**config.mk**
```make
export PLATFORM = sky130hd
export DESIGN_NAME = ext_mem_ctrl
export DESIGN_NICKNAME = d
export VERILOG_FILES = /design/src/rtl/ext_mem_ctrl_pkg.sv /design/src/rtl/ext_mem_ctrl_wait_timer.sv /design/src/rtl/ext_mem_ctrl.sv
export SDC_FILE = /design/constraint.sdc
export NUM_CORES = 1
export LEC_CHECK = 0
export CORE_ASPECT_RATIO = 2
export CORE_UTILIZATION = 44
export DETAILED_ROUTE_END_ITERATION = 8
export PLACE_DENSITY = 0.76
export SYNTH_ARGS = -nofsm -noshare
export SYNTH_HDL_FRONTEND = slang
export SYNTH_SLANG_ARGS = --single-unit
```
**constraint.sdc**
```tcl
create_clock -name CLK -period 2.1 [get_ports CLK]
set_input_delay 0.525 -clock CLK [delete_from_list [all_inputs] [get_ports CLK]]
set_output_delay 0.525 -clock CLK [all_outputs]
set_load 0.03 [all_outputs]
```
**src/rtl/ext_mem_ctrl_pkg.sv**
```systemverilog
// ext_mem_pkg: shared constants, FSM state encoding and small helpers for
// the external-memory responder (ext_mem_ctrl) and its wait timer.
//   SRAM_DQ_BITS  : width of the external SRAM data bus
//   HALF_LO/HI    : halfword select bit appended to the word address
//   WAIT_CNT_BITS : width of the wait-state down-counter
package ext_mem_pkg;

  localparam int   SRAM_DQ_BITS  = 16;
  localparam int   WAIT_CNT_BITS = 4;
  localparam logic HALF_LO       = 1'b0;
  localparam logic HALF_HI       = 1'b1;

  typedef enum logic [2:0] {
    IDLE    = 3'd0,
    RD_LO   = 3'd1,
    RD_HI   = 3'd2,
    WR_LO   = 3'd3,
    WR_REC0 = 3'd4,
    WR_HI   = 3'd5,
    WR_REC1 = 3'd6,
    DONE    = 3'd7
  } state_e;

  // States in which an SRAM strobe is active and the wait timer runs.
  function automatic logic is_strobe_state(input state_e s);
    case (s)
      RD_LO, RD_HI, WR_LO, WR_HI: return 1'b1;
      default:                    return 1'b0;
    endcase
  endfunction

  // Byte-enable pair belonging to one halfword of a 32-bit write.
  function automatic logic [1:0] strb_half(input logic [3:0] s, input logic half);
    if (half) begin
      return s[3:2];
    end else begin
      return s[1:0];
    end
  endfunction

endpackage

```
**src/rtl/ext_mem_ctrl_wait_timer.sv**
```systemverilog
// ext_mem_wait_timer: loadable wait-state down-counter.
//   CLK, RSTb  : clock, synchronous active-low reset
//   i_load     : load i_load_val (takes priority over counting)
//   i_load_val : wait-state count to load
//   i_en       : count down while non-zero
//   i_rdy      : (only with EXT_MEM_RDY_EN) external ready qualifier
//   o_done     : count has reached zero (and i_rdy is high, if present)
// Optional macro: EXT_MEM_RDY_EN adds the i_rdy qualifier.
module ext_mem_wait_timer
  import ext_mem_pkg::*;
(
  input  logic                     CLK,
  input  logic                     RSTb,
  input  logic                     i_load,
  input  logic [WAIT_CNT_BITS-1:0] i_load_val,
  input  logic                     i_en,
`ifdef EXT_MEM_RDY_EN
  input  logic                     i_rdy,
`endif
  output logic                     o_done
);

  logic [WAIT_CNT_BITS-1:0] r_cnt;
  logic                     w_zero;

  // Down-counter: saturates at zero so a stalled last cycle simply holds.
  always_ff @(posedge CLK) begin
    if (!RSTb) begin
      r_cnt <= {WAIT_CNT_BITS{1'b0}};
    end else if (i_load) begin
      r_cnt <= i_load_val;
    end else if (i_en && (r_cnt != {WAIT_CNT_BITS{1'b0}})) begin
      r_cnt <= r_cnt - WAIT_CNT_BITS'(1);
    end else begin
      r_cnt <= r_cnt;
    end
  end

  assign w_zero = (r_cnt == {WAIT_CNT_BITS{1'b0}});

`ifdef EXT_MEM_RDY_EN
  assign o_done = w_zero & i_rdy;
`else
  assign o_done = w_zero;
`endif

endmodule

```
**src/rtl/ext_mem_ctrl.sv**
```systemverilog
// ext_mem_ctrl: responder for the cache's external memory port. Each 32-bit
// read/write is split into two 16-bit accesses to an asynchronous SRAM with
// programmable wait states. All outputs are registered.
// Ports:
//   CLK, RSTb              : clock, synchronous active-low reset
//   req_addr/wdata/wstrb   : request address (bits [1:0] ignored), data, byte enables
//   req_wr_valid/wr_ready  : write request / one-cycle completion pulse
//   req_rd_ready/rd_valid  : read request / one-cycle data-valid pulse
//   req_rdata              : read data, held until the next read completes
//   sram_addr              : halfword address
//   sram_dq_in/out/oe      : SRAM data bus (input, output, output enable)
//   sram_ceb/oeb/web/lbb/ubb : active-low SRAM strobes
//   sram_rdy               : (only with EXT_MEM_RDY_EN) stretches the last strobe cycle
// Optional macro: EXT_MEM_RDY_EN.
module ext_mem_ctrl
  import ext_mem_pkg::*;
#(
  parameter int BITS         = 32,
  parameter int ADDRESS_BITS = 28,
  parameter int WAIT_STATES  = 2
) (
  input  logic                    CLK,
  input  logic                    RSTb,
  input  logic [ADDRESS_BITS-1:0] req_addr,
  input  logic [BITS-1:0]         req_wdata,
  input  logic [3:0]              req_wstrb,
  input  logic                    req_wr_valid,
  output logic                    req_wr_ready,
  input  logic                    req_rd_ready,
  output logic                    req_rd_valid,
  output logic [BITS-1:0]         req_rdata,
  output logic [ADDRESS_BITS-2:0] sram_addr,
  input  logic [SRAM_DQ_BITS-1:0] sram_dq_in,
  output logic [SRAM_DQ_BITS-1:0] sram_dq_out,
  output logic                    sram_dq_oe,
  output logic                    sram_ceb,
  output logic                    sram_oeb,
  output logic                    sram_web,
  output logic                    sram_lbb,
`ifdef EXT_MEM_RDY_EN
  output logic                    sram_ubb,
  input  logic                    sram_rdy
`else
  output logic                    sram_ubb
`endif
);

  localparam logic [WAIT_CNT_BITS-1:0] L_WAIT = WAIT_CNT_BITS'(WAIT_STATES);

  state_e                          r_state;
  logic [ADDRESS_BITS-3:0]         r_word;
  logic [BITS-1:0]                 r_wdata;
  logic [3:0]                      r_wstrb;
  logic [SRAM_DQ_BITS-1:0]         r_rd_lo;
  logic                            w_in_strobe;
  logic                            w_done;
  logic                            w_load;
  logic                            w_unused_addr;

  assign w_unused_addr = ^req_addr[1:0];
  assign w_in_strobe   = is_strobe_state(r_state);
  // Outside strobe states the timer is kept preloaded, so it already holds
  // WAIT_STATES on entry; it reloads when a strobe state completes.
  assign w_load        = ~w_in_strobe | w_done;

  ext_mem_wait_timer u_timer (
    .CLK        (CLK),
    .RSTb       (RSTb),
    .i_load     (w_load),
    .i_load_val (L_WAIT),
    .i_en       (w_in_strobe),
`ifdef EXT_MEM_RDY_EN
    .i_rdy      (sram_rdy),
`endif
    .o_done     (w_done)
  );

  // Main FSM; every output is set on the transition into the state it belongs to.
  always_ff @(posedge CLK) begin
    if (!RSTb) begin
      r_state      <= IDLE;
      r_word       <= {(ADDRESS_BITS-2){1'b0}};
      r_wdata      <= {BITS{1'b0}};
      r_wstrb      <= 4'h0;
      r_rd_lo      <= {SRAM_DQ_BITS{1'b0}};
      req_wr_ready <= 1'b0;
      req_rd_valid <= 1'b0;
      req_rdata    <= {BITS{1'b0}};
      sram_addr    <= {(ADDRESS_BITS-1){1'b0}};
      sram_dq_out  <= {SRAM_DQ_BITS{1'b0}};
      sram_dq_oe   <= 1'b0;
      sram_ceb     <= 1'b1;
      sram_oeb     <= 1'b1;
      sram_web     <= 1'b1;
      sram_lbb     <= 1'b1;
      sram_ubb     <= 1'b1;
    end else begin
      req_wr_ready <= 1'b0;
      req_rd_valid <= 1'b0;
      case (r_state)
        IDLE: begin
          if (req_wr_valid) begin
            r_word  <= req_addr[ADDRESS_BITS-1:2];
            r_wdata <= req_wdata;
            r_wstrb <= req_wstrb;
            if (strb_half(req_wstrb, HALF_LO) != 2'b00) begin
              r_state     <= WR_LO;
              sram_addr   <= {req_addr[ADDRESS_BITS-1:2], HALF_LO};
              sram_dq_out <= req_wdata[15:0];
              sram_dq_oe  <= 1'b1;
              sram_ceb    <= 1'b0;
              sram_web    <= 1'b0;
              sram_lbb    <= ~req_wstrb[0];
              sram_ubb    <= ~req_wstrb[1];
            end else if (strb_half(req_wstrb, HALF_HI) != 2'b00) begin
              r_state     <= WR_HI;
              sram_addr   <= {req_addr[ADDRESS_BITS-1:2], HALF_HI};
              sram_dq_out <= req_wdata[31:16];
              sram_dq_oe  <= 1'b1;
              sram_ceb    <= 1'b0;
              sram_web    <= 1'b0;
              sram_lbb    <= ~req_wstrb[2];
              sram_ubb    <= ~req_wstrb[3];
            end else begin
              // No bytes enabled: acknowledge without touching the SRAM.
              r_state      <= DONE;
              req_wr_ready <= 1'b1;
            end
          end else if (req_rd_ready) begin
            r_word    <= req_addr[ADDRESS_BITS-1:2];
            r_state   <= RD_LO;
            sram_addr <= {req_addr[ADDRESS_BITS-1:2], HALF_LO};
            sram_ceb  <= 1'b0;
            sram_oeb  <= 1'b0;
            sram_lbb  <= 1'b0;
            sram_ubb  <= 1'b0;
          end else begin
            r_state <= IDLE;
          end
        end
        RD_LO: begin
          if (w_done) begin
            r_rd_lo   <= sram_dq_in;
            r_state   <= RD_HI;
            sram_addr <= {r_word, HALF_HI};
          end
        end
        RD_HI: begin
          if (w_done) begin
            // Both halves update together so req_rdata never shows a torn word.
            req_rdata    <= {sram_dq_in, r_rd_lo};
            req_rd_valid <= 1'b1;
            r_state      <= DONE;
            sram_ceb     <= 1'b1;
            sram_oeb     <= 1'b1;
            sram_lbb     <= 1'b1;
            sram_ubb     <= 1'b1;
          end
        end
        WR_LO: begin
          if (w_done) begin
            // Recovery: strobes off, address and data kept for hold time.
            r_state  <= WR_REC0;
            sram_ceb <= 1'b1;
            sram_web <= 1'b1;
            sram_lbb <= 1'b1;
            sram_ubb <= 1'b1;
          end
        end
        WR_REC0: begin
          if (strb_half(r_wstrb, HALF_HI) != 2'b00) begin
            r_state     <= WR_HI;
            sram_addr   <= {r_word, HALF_HI};
            sram_dq_out <= r_wdata[31:16];
            sram_dq_oe  <= 1'b1;
            sram_ceb    <= 1'b0;
            sram_web    <= 1'b0;
            sram_lbb    <= ~r_wstrb[2];
            sram_ubb    <= ~r_wstrb[3];
          end else begin
            r_state      <= DONE;
            sram_dq_oe   <= 1'b0;
            req_wr_ready <= 1'b1;
          end
        end
        WR_HI: begin
          if (w_done) begin
            r_state  <= WR_REC1;
            sram_ceb <= 1'b1;
            sram_web <= 1'b1;
            sram_lbb <= 1'b1;
            sram_ubb <= 1'b1;
          end
        end
        WR_REC1: begin
          r_state      <= DONE;
          sram_dq_oe   <= 1'b0;
          req_wr_ready <= 1'b1;
        end
        DONE: begin
          r_state <= IDLE;
        end
        default: begin
          r_state    <= IDLE;
          sram_dq_oe <= 1'b0;
          sram_ceb   <= 1'b1;
          sram_oeb   <= 1'b1;
          sram_web   <= 1'b1;
          sram_lbb   <= 1'b1;
          sram_ubb   <= 1'b1;
        end
      endcase
    end
  end

endmodule

```
# Word-level counts from Yosys, hierarchy flattened
# Cells that the tools add are included.
# op_classes
n_addsub,1
eq_ne,20
muxes,68
bitwise_logic,9
n_reduce_logical,31
# ops
op,n
$mux 27,6
$pmux 27 s3,1
$mux 16,4
$mux 26,2
$pmux 16 s2,1
$mux 1,27
$mux 2,13
$pmux 3 s8,1
$mux 3,6
$pmux 1 s3,6
$ne 2x2->1 const B,8
$reduce_and 5->1,3
$reduce_bool 2->1,7
$eq 3x3->1 const B,4
$reduce_and 4->1,3
$reduce_bool 3->1,4
$reduce_and 2->1,5
$not 1->1,8
$eq 3x2->1 const B,2
$ne 3x3->1 const B,2
$logic_not 4->1,1
$ne 2x1->1 const B,2
$ne 4x4->1 const B,1
$reduce_bool 4->1,1
other kinds (10),11
# word_totals
reg_bits,168
in_bits,84
out_inout_bits,83
elab_cells,147

# Depth between registers and ports, before layout
# depth
ltp_word,13
depth_mapped,9
depth_no_buf,6

# By module
# From an unflattened synthesis, not the netlist that was laid out.
# hier_totals
cells_unflattened,780
hier_area_um2,6282.3
# modules_own_cells
mod,instances,cells_each,area_each_um2,seq_area_each_um2
ext_mem_ctrl,1,749,6025.8,2922.8
ext_mem_wait_timer,1,31,256.5,80.1

# Least setup slack after synthesis
# OpenSTA, ideal clock, no wires.
# synth_timing
kind,input -> register
start,input port req_wr_valid
end,register sram_addr[0]
setup_ps,72
t_arrival_ps,1994
t_required_ps,2028
setup_slack_ps,34
stages,7
path_buffers,3
path_cell_list,clkbuf_1 or4b_1 o32a_1 o211ai_2 buf_6 buf_12 mux2i_1
# synth_via
elab_chain_len,2
elab_cells_between_ends,5
classes_between,eq/ne: 2; mux: 2; reduce/logical: 1
# synth_lines
element,line,text
start: declaration,ext_mem_ctrl.sv:27,"input logic req_wr_valid,"
"$ne 4x4->1 (no line), or another cell as far along",n/a,
$reduce_and 5->1 (no line) or $pmux 27 s3 (tied branches),n/a,
end signal: assignment,ext_mem_ctrl.sv:89,sram_addr <= {(ADDRESS_BITS-1){1'b0}};
end signal: assignment,ext_mem_ctrl.sv:108,"sram_addr <= {req_addr[ADDRESS_BITS-1:2], HALF_LO};"
end signal: assignment,ext_mem_ctrl.sv:117,"sram_addr <= {req_addr[ADDRESS_BITS-1:2], HALF_HI};"
end: declaration,ext_mem_ctrl.sv:32,"output logic [ADDRESS_BITS-2:0] sram_addr,"
# Parallel ways exist; a longest one is shown, timed or not.
# A chain may end at the register's enable or synchronous reset.

# Worst setup path after layout
# layout_timing
start,input port req_wstrb[3]
end,register sram_addr[21]
# layout_via
elab_chain_len,7
# layout_lines
element,line,text
start: declaration,ext_mem_ctrl.sv:26,"input logic [3:0] req_wstrb,"
$mux 2,ext_mem_ctrl.sv:106,"if (strb_half(req_wstrb, HALF_LO) != 2'b00) begin"
$mux 2,ext_mem_ctrl.sv:102,if (req_wr_valid) begin
$mux 2,ext_mem_ctrl.sv:100,case (r_state)
$mux 2,ext_mem_ctrl.sv:80,if (!RSTb) begin
$reduce_bool 2->1,ext_mem_ctrl.sv:115,"end else if (strb_half(req_wstrb, HALF_HI) != 2'b00) begin"
$ne 4x4->1 (no line),n/a,
$reduce_and 5->1 (no line),n/a,
end signal: assignment,ext_mem_ctrl.sv:89,
end signal: assignment,ext_mem_ctrl.sv:117,
end signal: assignment,ext_mem_ctrl.sv:132,"sram_addr <= {req_addr[ADDRESS_BITS-1:2], HALF_LO};"
# Every way passes these cells. The select of a mux whose other input is x is not followed.

==> flow_summary.toml <==
[clocking]
cts_root_buf = "clkbuf_16"
cts.reportedPaths.clkPinSlew_ns = 0.06
numCtsBuffers = 17
clockBufferDepth = 2
cts_setup_buffers = 0
clock-sinks = 150
cts_max_level = 4
worstSkewPairLatency_ns = 0.42
cts_resized = 0
cts_tree = "yes"
holdBufCountCts = 0

[floorplan]
ios = 167
core_area_sq_um = 14400
initial_utilization_pct = 45.3
rows = 62
die_area_sq_um = 15400
fp.dieW_um = 88.2
die_h_um = 174

[finish]
fin_area_sq_um = 9210
drive_gt1_share_pct = 9.05
final_common_cell = "nand2_1"
nets = 1055
syn_to_final_growth_pct = 40.7
fin_util_pct = 63.8
layout_common_cells = "nand2_1 (219), clkdlybuf4s50_1 (163), dfxtp_1 (149), a21oi_1 (114), o21a_1 (43)"

[detailed_routing]
wl_met2_um = 9590
route.top_layer_used = "met4"
vias_per_cell = 5.31
wirelength_um = 17800
ant_nets = 0
first_iter_violations = 363
routed-wl-met3_um = 906
drc_errors = 0
wl_per_cell_um = 15.2
vias = 6246
met1_length_um = 6820
first_pass_iters = 5

[timing]
finalSetupTns_ns = 0
clock_skew_ns = 0.00693
period_needed_ns = 2.03
holdWs_ns = 0.418
slew_viol_final = 0
hold_viol = 0
post-route-period-util_pct = 96.7
rsz0062_at_grt = "no"
fmax_mhz = 493
tightest_slew_ns = 0.730
setup_viol_count_final = 0
maxSlewHeadroom_pct = 50.5

[power]
switchingPower_uw = 5220
power_density_nw_per_um2 = 1440
internal_power_uw = 8000
pwr-share-comb_pct = 46.3
sequentialPowerShare_pct = 30.2
p_clk_share_pct = 23.5
vdd_drop_max_v = 0.00106
p_leak_uw = 0.00333
p_sw_share_pct = 39.5

[synth]
synth_seq_cells = 150
ys.flop_type = "dfxtp_1"
synth_cells = 816
synth-edff-count = 0
ys_async_sr_fraction_pct = 0
synth_area_per_cell_sq_um = 8.01
synth.distinct_cells = 49
yosysSeqAreaShare_pct = 45.9
syn-num-nets = 901
syn_area_sq_um = 6540
yosys_warnings = 0

[worst_setup_path]
reg2reg_to = "sram_dq_out[9]$_SDFFE_PN0P_"
worst_ep_arrival_time_ns = 2.37
critPathKind = "in -> reg"
crit_path_end_kind = "register"
crit_fanout = 11
rrSetupSlack_ns = 0.11
path_cells = "clkdlybuf4s50_1, or4_1, o32a_1, o211ai_4, buf_12, mux2i_1"
cpMaxStageDelayCell = "or4_1"
critPathLaunchType = "input pin"
crit_required_ns = 2.44
r2r_cells = 6
slowest_delay_ns = 0.56
r2r-start = "r_state[0]$_SDFFE_PN0P_"

[place]
dp.final_hpwl_um = 12100
routabilityCongestion = 0.859
io_buffers = 164
dpl-instance-area_sq_um = 8600

[min_path]
hp-class = "in -> reg"
min_from = "RSTb"
whs_path_depth = 2
holdPathEnd = "sram_web$_SDFFE_PN1P_"

[global_route]
grt_pass1_vias = 6030
grt_pass1_wl_um = 28700
gr-total-overflow = 0
grt_usage_pct = 23.8
grt_start_max_net_pins = 60
antenna_found_initial = 1

[run_status]
outcome = "finished clean"

[job]
cap_viol_max_count = 0
## cells in the mapped netlist, types with 3 or more instances
cell type  instances  area [sq um]
nand2b_1           3          18.8
nand2_1          219           822
o21ai_1           24           120
xnor2_1            3          26.3
nor3b_1           27           203
nor3_1             4          20.0
nor2_1            29           109
mux2i_1           29           290
buf_2             16          80.1
nand3_1            4          20.0
a21oi_1          115           576
inv_1              6          22.5
dfxtp_1          150          3000
clkbuf_1          50           188
o21ai_0           23           115
or4_1             17           128
a211oi_1          17           128
o21a_1            43           323
## worst max-delay path by stage
stage	depth (start not counted)	to	start
after global routing	6	sram_addr[10]$_SDFFE_PN0P_	req_wstrb[3]
final	6	sram_addr[21]$_SDFFE_PN0P_	req_wstrb[3]
after detailed placement	6	sram_addr[21]$_SDFFE_PN0P_	req_wstrb[3]
after CTS	1	sram_addr[0]	sram_addr[0]$_SDFFE_PN0P_
after floorplan	7	sram_addr[0]$_SDFFE_PN0P_	req_wr_valid
after global placement	6	sram_addr[2]$_SDFFE_PN0P_	req_wstrb[3]
## stage by stage
step           setup WS [ns]  std cells  power (uW)
3_3_place_gp          -0.273       1143       10100
5_1_grt              0.00971       1176       14000
3_5_place_dp          -0.343       1143       10200
2_1_floorplan         0.0343        816        7900
6_report              0.0700       1176       13200
4_1_cts               0.0628       1175       13300
## per-layer routing
layer	global-route usage, %	vias to the layer above
li1	-	3103
met1	25.4	2944
met2	43.2	172
met3	5.60	27
met4	10.1	0
met5	0	-
## sequential cells by signal, summed over array words and instances, names as in the netlist
| register | cells |
|---|---|
| sram_web | 1 |
| u_timer.r_cnt | 4 |
| r_word | 26 |
| r_wdata | 16 |
| r_wstrb | 2 |
| req_wr_ready | 1 |
| r_state | 3 |
| sram_dq_out | 16 |
| sram_lbb | 1 |
| sram_dq_oe | 1 |
| r_rd_lo | 16 |
| sram_addr | 27 |
| sram_oeb | 1 |
| sram_ceb | 1 |
| req_rdata | 32 |
| sram_ubb | 1 |
| req_rd_valid | 1 |
## worst max-delay path: cells and delay by family
family	cells	cell delay, ns
AOI/OAI and AO/OA	2	0.42
muxes	1	0.21
and+or+nand+nor	1	0.56
buffers and inverters	2	0.63
## cell type report
class | count | area [sq um]
Fill cell | 1291 | 5220
Multi-Input combinational cell | 588 | 3210
Sequential cell | 150 | 3000
Timing Repair Buffer | 206 | 2110
Clock buffer | 18 | 439
Tap cell | 192 | 240
Clock inverter | 14 | 166
Inverter | 7 | 28.8
Antenna cell | 1 | 2.50
## power groups by stage
stage,clock [uW],combinational (uW),sequential [uW]
global placement,0,6060,4030
global route,3280,6590,4080
CTS,3170,6150,3990
detailed placement,0,6120,4040
floorplan,0,3100,4790
finish,3110,6120,4000
## kinds of logic (layout without fill, tap and decap cells)
group | after synthesis | in the layout | share of synthesized area, %
and+or+nand+nor | 317 | 317 | 22.0
AOI/OAI and AO/OA | 237 | 237 | 21.5
DFF | 150 | 150 | 45.9
buffers and inverters | 78 | 245 | 5.45
muxes | 29 | 29 | 4.44
xor gates and xnor gates | 4 | 4 | 0.536
adders and majority gates | 1 | 1 | 0.191
other | 0 | 1 | 0
(Power assumes the default switching activity.)
